$ cat config.mk
export PLATFORM = sky130hd
export DESIGN_NAME = out_quant_packer
export DESIGN_NICKNAME = d
export VERILOG_FILES = /design/src/rtl/out_quant_packer.sv
export SDC_FILE = /design/constraint.sdc
export NUM_CORES = 1
export LEC_CHECK = 0
export CAP_MARGIN = 20
export CORE_MARGIN = 3
export CORE_UTILIZATION = 43
export CTS_BUF_LIST = sky130_fd_sc_hd__clkbuf_2
export CTS_CLUSTER_SIZE = 40
export DETAILED_ROUTE_END_ITERATION = 6
export MAX_ROUTING_LAYER = met4
export PLACE_DENSITY = 0.69
export SLEW_MARGIN = 20
export SYNTH_ARGS = -nofsm -noshare
export SYNTH_HDL_FRONTEND = slang
export SYNTH_SLANG_ARGS = --single-unit
export TNS_END_PERCENT = 1
$ cat constraint.sdc
create_clock -name clk -period 8.4 [get_ports clk]
set_input_delay 1.26 -clock clk [delete_from_list [all_inputs] [get_ports clk]]
set_output_delay 1.26 -clock clk [all_outputs]
set_load 0.1 [all_outputs]
$ cat src/rtl/out_quant_packer.sv
// out_quant_packer: requantizes signed accumulator samples and packs them into wide words for the capture memory
module out_quant_packer #(
    parameter int WIDTH      = 256,
    parameter int DAT_W      = 8,
    parameter int ACC_W      = 32,
    parameter int log2_DEPTH = 3
) (
    input  logic                  clk,
    input  logic                  rst,
    input  logic                  start,
    input  logic [4:0]            cfg_shift,
    input  logic                  cfg_relu,
    input  logic [log2_DEPTH-1:0] cfg_word_num,
    input  logic                  in_vld,
    output logic                  in_rdy,
    input  logic [ACC_W-1:0]      in_acc,
    input  logic                  in_last,
    output logic                  dat_vld,
    output logic [WIDTH-1:0]      dat,
    output logic                  busy,
    output logic                  frame_done,
    output logic                  err
);
    localparam int PACK = WIDTH / DAT_W;
    localparam int LW = PACK > 1 ? $clog2(PACK) : 1;
    localparam logic signed [ACC_W:0] QMAX = {{(ACC_W-DAT_W+2){1'b0}}, {(DAT_W-1){1'b1}}};
    localparam logic signed [ACC_W:0] QMIN = {{(ACC_W-DAT_W+2){1'b1}}, {(DAT_W-1){1'b0}}};
    typedef enum logic [1:0] {IDLE, RUN, DRAIN, FIN} state_t;
    state_t state, state_nxt;
    logic [4:0] shift;
    logic relu;
    logic [log2_DEPTH-1:0] word_num, in_word;
    logic [LW-1:0] in_lane, lane;
    logic q_vld, q_last;
    logic [DAT_W-1:0] q_dat, sat;
    logic [WIDTH-1:0] buf_q, buf_nxt;
    logic [ACC_W:0] rnd;
    logic signed [ACC_W:0] s, q, r;
    logic acc_ok, lane_full, frame_end, emit;
    assign acc_ok = in_vld & in_rdy;
    assign lane_full = in_lane == LW'(PACK - 1);
    // the frame ends on an explicit last or when the programmed final word fills up
    assign frame_end = in_last | (lane_full & (in_word == word_num));
    assign emit = q_vld & (q_last | (lane == LW'(PACK - 1)));
    assign in_rdy = state == RUN;
    assign busy = state != IDLE;
    assign frame_done = state == FIN;
    always_comb begin
        rnd = shift == 5'd0 ? '0 : (ACC_W+1)'(1) << (shift - 5'd1);
        s = $signed({in_acc[ACC_W-1], in_acc}) + $signed(rnd);
        q = s >>> shift;
        r = (relu && q < 0) ? '0 : q;
        sat = r > QMAX ? {1'b0, {(DAT_W-1){1'b1}}} : r < QMIN ? {1'b1, {(DAT_W-1){1'b0}}} : r[DAT_W-1:0];
        buf_nxt = buf_q;
        buf_nxt[lane*DAT_W +: DAT_W] = q_dat;
    end
    always_comb begin
        state_nxt = state;
        case (state)
            IDLE:    state_nxt = start ? RUN : IDLE;
            RUN:     state_nxt = (acc_ok && frame_end) ? DRAIN : RUN;
            // the last accepted sample is in the quantize stage for exactly one DRAIN cycle
            DRAIN:   state_nxt = (dat_vld && !q_vld) ? FIN : DRAIN;
            default: state_nxt = IDLE;
        endcase
    end
    always_ff @(posedge clk) begin
        if (rst) begin
            state    <= IDLE;
            shift    <= '0;
            relu     <= 1'b0;
            word_num <= '0;
            in_word  <= '0;
            in_lane  <= '0;
            lane     <= '0;
            q_vld    <= 1'b0;
            q_last   <= 1'b0;
            q_dat    <= '0;
            buf_q    <= '0;
            dat      <= '0;
            dat_vld  <= 1'b0;
            err      <= 1'b0;
        end else begin
            state   <= state_nxt;
            q_vld   <= acc_ok;
            q_last  <= in_last;
            q_dat   <= sat;
            dat_vld <= emit;
            if (emit) begin
                dat   <= buf_nxt;
                buf_q <= '0;
                lane  <= '0;
            end else if (q_vld) begin
                buf_q <= buf_nxt;
                lane  <= lane + LW'(1);
            end
            if (start && state == IDLE) begin
                shift    <= cfg_shift;
                relu     <= cfg_relu;
                word_num <= cfg_word_num;
                in_word  <= '0;
                in_lane  <= '0;
                err      <= 1'b0;
            end else if (acc_ok) begin
                in_lane <= (lane_full || in_last) ? '0 : in_lane + LW'(1);
                in_word <= (lane_full || in_last) ? in_word + log2_DEPTH'(1) : in_word;
                if ((in_last && in_word != word_num) || (lane_full && in_word == word_num && !in_last))
                    err <= 1'b1;
            end
        end
    end
endmodule

After elaboration in Yosys (flattened, before gate mapping)
Cells that the tools add are included.
- word-level logic and storage cells: 69
- bits of input ports: 46
- register bits: 548
- output and inout bits: 261
- reductions and logical operators: 19
- equality and inequality tests: 7
- add/sub/neg operators: 6
- order comparisons: 3
- muxes and demuxes: 10
- shift operators: 4
- bitwise operators: 5
- operators by type and width (operator ; number):
    256-bit bitwise mux ; 1
    8-bit by 34-bit variable shift with 256-bit output, first input constant ; 1
    8-bit by 34-bit indexed part select with 256-bit output ; 1
    33-bit two-way mux ; 2
    8-bit negator with 34-bit output ; 1
    32-bit by 33-bit adder with 33-bit output ; 1
    33-bit by 8-bit greater-than comparator with 1-bit output, second input constant ; 1
    33-bit by 1-bit < comparator with 1-bit output, second input constant ; 1
    33-bit by 8-bit < comparator with 1-bit output, second input constant ; 1
    1-bit by 5-bit << shifter with 33-bit output, first input constant ; 1
    33-bit by 5-bit >>> shifter with 33-bit output ; 1
    5-bit by 1-bit adder with 5-bit output, second input constant ; 2
    5-bit equality test, second input constant ; 2
    8-bit two-way mux ; 1
    1-bit logical AND ; 7
    7-bit two-way mux ; 1
    2-bit one-hot mux with 3 select lines ; 1
    2-bit OR reduction ; 3
    5-bit zero test ; 1
    5-bit two-way mux ; 1
    5-bit by 1-bit subtractor with 5-bit output, second input constant ; 1
    2-bit equality test, second input constant ; 2
    2-bit AND reduction ; 2
    3-bit by 1-bit adder with 3-bit output, second input constant ; 1
    other kinds (11) ; 17

Depth between registers and ports, before layout
Gate-level depths: netlist of run 1.
- depth in word-level cells: 11
- gate-level depth with buffers: 23
- gate-level depth less buffers: 19

Least setup slack after synthesis of run 1
Ideal clock, no wire load.
- path type: flip-flop to flip-flop
- start: reg shift[2]
- end: reg q_dat[2]
- cell stages (with the launch flop): 22
- buffers on the path: 5
- slack: 2.952 ns
- arrival: 5.364 ns
- data required time: 8.316 ns
- setup time: 0.084 ns
- clock period less this slack: 5.448 ns
- cells stage by stage: dfxtp_1 clkbuf_1 buf_1 buf_1 buf_1 clkbuf_1 nand3_1 nor2_1 ha_1 a21o_1 a21o_1 a221o_1 a31o_1 o21ai_1 nand2_1 a22o_1 o41a_1 a211o_1 a2111oi_2 nand3_1 a21o_1 o31ai_2
- cells in the longest elaborated chain, start to end: 11
- elaborated cells on any way between the ends: 13
- those cells by class: 2 x add/sub; 3 x order compare; 2 x shift; 4 x mux; 2 x reduce/logical
- RTL lines (element ; RTL line ; source):
    start: declaration ; 30 ; logic [4:0] shift;
    start signal: assignment ; 98 ; shift <= cfg_shift;
    5-bit by 1-bit subtractor with 5-bit output ; 49 ; rnd = shift == 5'd0 ? '0 : (ACC_W+1)'(1) << (shift - 5'd1);
    1-bit by 5-bit << shifter with 33-bit output ; 49 ;
    33-bit two-way mux ; 49 ;
    32-bit by 33-bit adder with 33-bit output ; 50 ; s = $signed({in_acc[ACC_W-1], in_acc}) + $signed(rnd);
    33-bit by 5-bit >>> shifter with 33-bit output * ; 51 ; q = s >>> shift;
    33-bit by 1-bit < comparator with 1-bit output ; 52 ; r = (relu && q < 0) ? '0 : q;
    1-bit logical AND ; 52 ;
    33-bit two-way mux * ; 52 ;
    33-bit by 8-bit < comparator with 1-bit output ; 53 ; sat = r > QMAX ? {1'b0, {(DAT_W-1){1'b1}}} : r < QMIN ? {1'b1, {(DAT_W-1){1'b0}}} : r[DAT_W-1:0];
    8-bit two-way mux ; 53 ;
    7-bit two-way mux * ; 53 ;
    end signal: assignment ; 87 ; q_dat <= sat;
    end: declaration ; 35 ; logic [DAT_W-1:0] q_dat, sat;
Mark *: on every way between the ends. The rest lies on a longest branch, timed or not.
A chain may end at the register's enable or synchronous reset.

Final worst setup path of run 1
- start: reg shift[2]
- end: reg q_dat[6]
Same word-level chain as after synthesis.

==> run metrics, run 1 <==
status=finished clean; WHS Path Cells=2; Worst setup endpoint=q_dat[6]; Pre-Repair DR Iteration Count=7; setup ws final=2.23 ns; routed wl met3=8.15 mm; postcts setup bufs=0; worst path cell trace=nor2_1, nand2_1, nor2_1, ha_1, nand2b_1, a21oi_2, o21ai_1, a2111oi_0, nor4_1, nor2_1, buf_4, or4_1, o211ai_1, a211o_1, o211ai_1, or4_4, o31ai_4, o21ai_1; residual DRC count=0; Rows=91; slew margin rel.=0.241; Final Max Slew Viols=0; Final GP Congestion=0.983; CTS tree=yes; Setup TNS=0 ns; critical path class=reg2reg; first-pass GRT wire length=146 mm; fillcell total=6234; actual slew at the worst max-slew pin=1.14 ns; Crit Reg-Reg Startpoint=shift[2]; #FFs+latches synth=548; via count=27800; Die Y=258 um; DP Worst Slack=2.25 ns; I/O pins=307; worst stage delay on the critical path=0.64 ns; fin crit share=0.734; P&R area growth vs syn=17.0%; Period minus WS final=6.17 ns; Crit-path slowest cell=nor2_1; syn_nets=3826; Worst-Skew Late Latency=1.30 ns; gr ovfl total=0; root buf cell=clkbuf_2; Finished Cell Area=31800 um^2; largest family of logic cells by synthesized area=simple AND/OR/NAND/NOR gates; largest net degree at the start of global routing=223; final wirelength=96.0 mm; clock sinks=548; Routed WL per cell=19.7 um; mux share of post-synthesis cell area=0.0235; Via density=5.72; R2R cell count=18; max_cap viols=0; antenna-violating nets left=0; met1 WL=41.7 mm; Placed Area=30500 um^2; post-synthesis xor/xnor area fraction=0.00901; Arrival @ worst endpoint=7.20 ns; top post-synthesis cells by area=dfxtp_1 (40%), a21oi_1 (11%), nor2_1 (8.8%); Max rail drop VDD=0.000113 V; 1st-iter DRT viols=2792; worst reg2reg path endpoint=q_dat[6]; Levels on crit path=18; Post-CTS Resized=0; CP startpoint kind=flip-flop; Top delay family on crit path=simple AND/OR/NAND/NOR gates; Post-synth EDFFs=0; Hold Violations, Final=0; Pwr Total=5.19 mW; Multi-input gate area=15000 um^2; register area=11000 um^2; CP dominant cell by count=nor2_1; Warnings, synthesis=0; post-synthesis adder-cell area fraction=0.0187; Post-Synth Simple-Gate Area=0.259; Clock Path Buffers=3; most used flip-flop cell after synthesis=dfxtp_1; Critical Path RT=9.44 ns; Final nets=4016; Die ar.=66300 um^2; Yosys top cell area share=0.403; cells after synthesis=3740; max layer used=met4; vias in the first global route=25000; Post-DP HPWL=65.9 mm; Final Util=0.512; max frequency=0.162 GHz; Netlist Area Pre-Place=27200 um^2; post-synthesis sequential area ratio=0.403; initial antenna violation count=1; share of flip-flops with an asynchronous set or reset=0; Setup Viol. Count Final=0; clk slew on worst S/H paths=0.10 ns; Yosys cell types=111; Core ar.=62200 um^2; H-tree Lvls=4; wire length on met2=43.2 mm; Clock Skew=0.140 ns; share of layout cells above drive strength 1=0.0858; cell taking the most area after synthesis=dfxtp_1; leakage power figure=10.7 nW; worst setup path startpoint=shift[2]; GRT Total Usage=0.287; Die X-Extent=258 um; RSZ-0062 raised after global routing=false; Worst Hold Class=reg2reg; Post-CTS Hold Fix Bufs=0; Initial Util=0.438; crit path capture type=flip-flop; PwrDens=163 nW/um^2; post-synthesis compound-gate area fraction=0.239; syn avg cell area=7.27 um^2; maximum fanout along the worst path=13; FF-to-FF setup slack=2.23 ns; Num CTS Buffers=145; PortBufs=306; WP buf/inv=1
[worst min-delay path by stage]
stage	from	endpoint	slack (ns)
after floorplan	buf_q[192]	buf_q[192]	0.44
after detailed placement	dat[100]	dat[100]	0.44
after CTS	cfg_shift[0]	shift[0]	0.42
final	dat[149]	dat[149]	0.45
after global placement	dat[11]	dat[11]	0.43
after global routing	q_dat[6]	buf_q[6]	0.44
[where the power goes]
group	internal (mW)	switching, mW	leakage, nW
Combinational	0.194	0.456	5.33
Sequential	2.61	0.0157	4.42
Clock	0.809	1.11	1.00
Total	3.61	1.58	10.7
[cell families after synthesis]
group,count (synthesis)
flip-flops,548
adder cells (fa/ha/maj),40
AND/OR/NAND/NOR,1623
AO/OA/AOI/OAI,1126
multiplexers,55
XOR/XNOR,28
buffers and inverters,319
other,1
[cell usage after synthesis, drive strengths merged, types with 7 or more instances]
master	n
xnor2	11
o211ai	20
nand3	82
nand2b	10
nor2b	8
buf	37
and4	8
a21o	16
nand4	27
a31oi	14
nor2	641
a211o	14
dfxtp	548
clkbuf	262
a211oi	17
a2111oi	12
and2	9
inv	18
or2	13
nor4	13
o21a	14
a21oi	601
or4	8
nand2	485
o211a	7
nor3	279
mux2i	42
mux2	7
o2111ai	7
and3	12
xor2	17
ha	39
o21ai	323
or3	8
[layout by cell type (no fill, tap or decap), drive strengths merged, types with 7 or more instances in the layout]
cell type	synthesis	layout
xor2	17	17
a2111oi	12	12
and4	8	8
a31oi	14	14
buf	37	36
clkdlybuf4s50	0	306
nor3	279	279
a21o	16	16
nand2	485	485
inv	18	25
o21ai	323	323
o211a	7	7
nor4	13	13
a211oi	17	17
a21oi	601	601
o2111ai	7	7
nor2	641	641
nor2b	8	8
xnor2	11	11
clkbuf	262	203
and3	12	12
mux2	7	7
or2	13	13
o21a	14	14
or3	8	8
dfxtp	548	548
clkinv	2	26
ha	39	39
nand2b	10	10
o211ai	20	20
or4	8	8
nand4	27	27
a211o	14	14
mux2i	42	42
nand3	82	82
and2	9	9
[state kept, by name (all words and copies together) (netlist names)]
| name | count |
|---|---|
| buf_q | 256 |
| dat | 256 |
| dat_vld | 1 |
| err | 1 |
| in_lane | 5 |
| in_word | 3 |
| lane | 5 |
| q_dat | 8 |
| q_last | 1 |
| q_vld | 1 |
| relu | 1 |
| shift | 5 |
| state | 2 |
| word_num | 3 |
[per-stage QoR]
| stage | instances | hold WS (ns) |
|---|---|---|
| after global placement | 4618 | 0.432 |
| after detailed placement | 4618 | 0.441 |
| after global routing | 4860 | 0.443 |
| final | 4861 | 0.454 |
| after CTS | 4857 | 0.421 |
| after floorplan | 3740 | 0.436 |
[per-layer routing]
| layer | vias to the layer above | track usage |
|---|---|---|
| met5 | - | - |
| met2 | 1135 | 0.435 |
| met3 | 183 | 0.0598 |
| li1 | 13500 | - |
| met1 | 13000 | 0.381 |
| met4 | 0 | 0.0994 |
[worst min-delay path: stages (launching register included)]
cell and delay [ns]:
dfxtp_1 0.33, nand2_1 0.04, o21ai_0 0.05
[area by class of cell]
type / instances / share of cell area
diodes: 2 / 0.000157
clock buffers: 203 / 0.0319
clock inverters: 36 / 0.00982
inverters: 20 / 0.00236
multi-input cells: 2873 / 0.472
flip-flops and latches: 548 / 0.345
well taps: 837 / 0.0329
repair buffers: 342 / 0.107
Note: power is estimated with default switching activity, not from simulation.
==> inputs of run 2 (changes only) <==
--- a/config.mk
+++ b/config.mk
@@ -12,7 +12,7 @@
 export CTS_CLUSTER_SIZE = 40
 export DETAILED_ROUTE_END_ITERATION = 6
 export MAX_ROUTING_LAYER = met4
-export PLACE_DENSITY = 0.69
+export PLACE_DENSITY = 0.71
 export SLEW_MARGIN = 20
 export SYNTH_ARGS = -nofsm -noshare
 export SYNTH_HDL_FRONTEND = slang
==> constraint.sdc (replaced) <==
create_clock -name clk -period 5.4 [get_ports clk]
set_input_delay 0.81 -clock clk [delete_from_list [all_inputs] [get_ports clk]]
set_output_delay 0.81 -clock clk [all_outputs]
set_load 0.1 [all_outputs]
==> run 2 against run 1 <==
  * Clock power up 52%
  * Clock skew shrank 0.060 ns
  * Core utilization up 1.7 points
  * Maximum frequency increased by 18%
  * Count of clock-buffer cells in the layout is 11 lower
  * First-iteration DRC count down 1.1%
  * Sequential power is 56% higher
==> run metrics, run 2 (synthesis results as in run 1) <==
Pwr Total=8.09 mW; 1st-iter DRT viols=2760; worst reg2reg path endpoint=q_dat[2]; worst stage delay on the critical path=0.49 ns; clock sinks=548; R2R cell count=19; initial antenna violation count=2; PwrDens=246 nW/um^2; Final Max Slew Viols=0; fin crit share=0.966; M1 GR Usage=0.378; Hold Path Sink=relu; I/O pins=307; Final GP Congestion=1.01; WHS Path Cells=3; clk slew on worst S/H paths=0.13 ns; Worst Hold Class=in2reg; Hold Violations, Final=0; root buf cell=clkbuf_2; Placed Cells=4740; max frequency=0.192 GHz; Die Y=258 um; Hold Crit Start=cfg_relu; maximum fanout along the worst path=12; Core ar.=62200 um^2; largest net degree at the start of global routing=188; share of layout cells above drive strength 1=0.113; Die X-Extent=258 um; CP dominant cell by count=buf_4; Via density=5.71; CP startpoint kind=flip-flop; global route hottest layer=met2; P&R area growth vs syn=20.8%; Num CTS Buffers=138; fillcell total=6121; WP buf/inv=3; DP Worst Slack=-0.100 ns; Arrival @ worst endpoint=6.37 ns; Rows=91; Top Registers=buf_q: 256 flops, dat: 256 flops, q_dat: 8 flops; non-filler cells, final=4984; gr ovfl total=0; Final nets=4136; postcts setup bufs=0; worst path cell trace=buf_4, nand2_1, buf_4, nor2_1, ha_1, nand4_1, o22ai_1, o21ai_2, buf_4, a21oi_1, nor3_1, nor2_1, a21o_1, mux4_2, or4b_1, o41ai_2, nand3_1, a21o_1, o31ai_2; vias in the first global route=25400; actual slew at the worst max-slew pin=1.14 ns; Final Util=0.529; commonest non-fill, non-tap cells in the layout=nor2_1 (639), a21oi_1 (588), dfxtp_1 (546), nand2_1 (479), clkdlybuf4s50_1 (306); crit path capture type=flip-flop; Clock Skew=0.0799 ns; PortBufs=306; leakage power figure=11.3 nW; Critical Path RT=6.56 ns; CTS tree=yes; Initial Util=0.438; Worst-Skew Late Latency=1.29 ns; Crit-path slowest cell=or4b_1; Post-DP HPWL=66.9 mm; Top delay family on crit path=compound AO/OA/AOI/OAI gates; first-pass GRT wire length=146 mm; Clock Path Buffers=3; Setup Viol. Count Final=0; via count=28500; Max rail drop VDD=0.000210 V; residual DRC count=0; Routed WL per cell=19.2 um; slew margin rel.=0.238; Period minus WS final=5.22 ns; FF-to-FF setup slack=0.18 ns; critical path class=reg2reg; Crit Reg-Reg Startpoint=shift[0]; met3 Resource Use GR=0.0649; antenna-violating nets left=0; status=finished clean; H-tree Lvls=4; max_cap viols=0; Pre-Repair DR Iteration Count=6; leading cell type in the layout, fill and taps excluded=nor2_1; setup ws final=0.183 ns; met2 GRT Util=0.424; GRT Total Usage=0.287; final wirelength=95.9 mm; Die ar.=66300 um^2
==> run 2: final cells by class <==
class | instances | area (um^2) | area share
Antenna cell | 5 | 12.5 | 0.000381
Clock buffer | 192 | 961 | 0.0292
Clock inverter | 40 | 323 | 0.00982
Inverter | 20 | 75.1 | 0.00228
Multi-Input combinational cell | 2873 | 15100 | 0.460
Sequential cell | 548 | 11000 | 0.334
Tap cell | 837 | 1050 | 0.0319
Timing Repair Buffer | 469 | 4360 | 0.133
==> run 2: power breakdown <==
group	internal, mW	switching (mW)	total (mW)	leakage [nW]
Sequential	4.06	0.0264	4.08	4.42
Combinational	0.377	0.715	1.09	5.95
Clock	1.24	1.68	2.92	0.951
==> run 2: tightest hold or removal path: cells and delay by family <==
kind	cells	cell delay (ns)
AOI/OAI and AO/OA	1	0.06
and+or+nand+nor	1	0.08
buffers and inverters	1	0.39
==> run 2: worst max-delay path by stage <==
| stage | depth (start not counted) | end | start | slack (ns) |
|---|---|---|---|---|
| 4_1_cts | 18 | q_dat[0] | shift[3] | 0.11 |
| 2_1_floorplan | 22 | q_dat[2] | shift[2] | 0.05 |
| 3_3_place_gp | 17 | q_dat[0] | in_acc[0] | -0.02 |
| 3_5_place_dp | 17 | q_dat[3] | in_acc[0] | -0.10 |
| 6_report | 19 | q_dat[2] | shift[0] | 0.18 |
| 5_1_grt | 19 | q_dat[0] | shift[3] | -0.02 |
==> run 2: per-layer routing <==
layer,wire [um],vias to the layer above
met5,0,-
met4,3640,0
met3,8530,207
met2,42100,1310
met1,41600,13200
li1,-,13800
==> run 2: timing repair <==
item	CTS	global route
hold buffers	7	0
setup endpoints to repair	0	7
resized for setup	0	28
hold endpoints to repair	7	0
==> run 2: stage by stage <==
| step | TNS (ns) | area, um^2 | hold slack, ns |
|---|---|---|---|
| 5_1_grt | -0.0456 | 32900 | 0.0904 |
| 4_1_cts | 0 | 32700 | 0.00328 |
| 3_5_place_dp | -0.596 | 31400 | 0.441 |
| 2_1_floorplan | 0 | 27200 | 0.436 |
| 6_report | 0 | 32900 | 0.133 |
| 3_3_place_gp | -0.127 | 31400 | 0.432 |
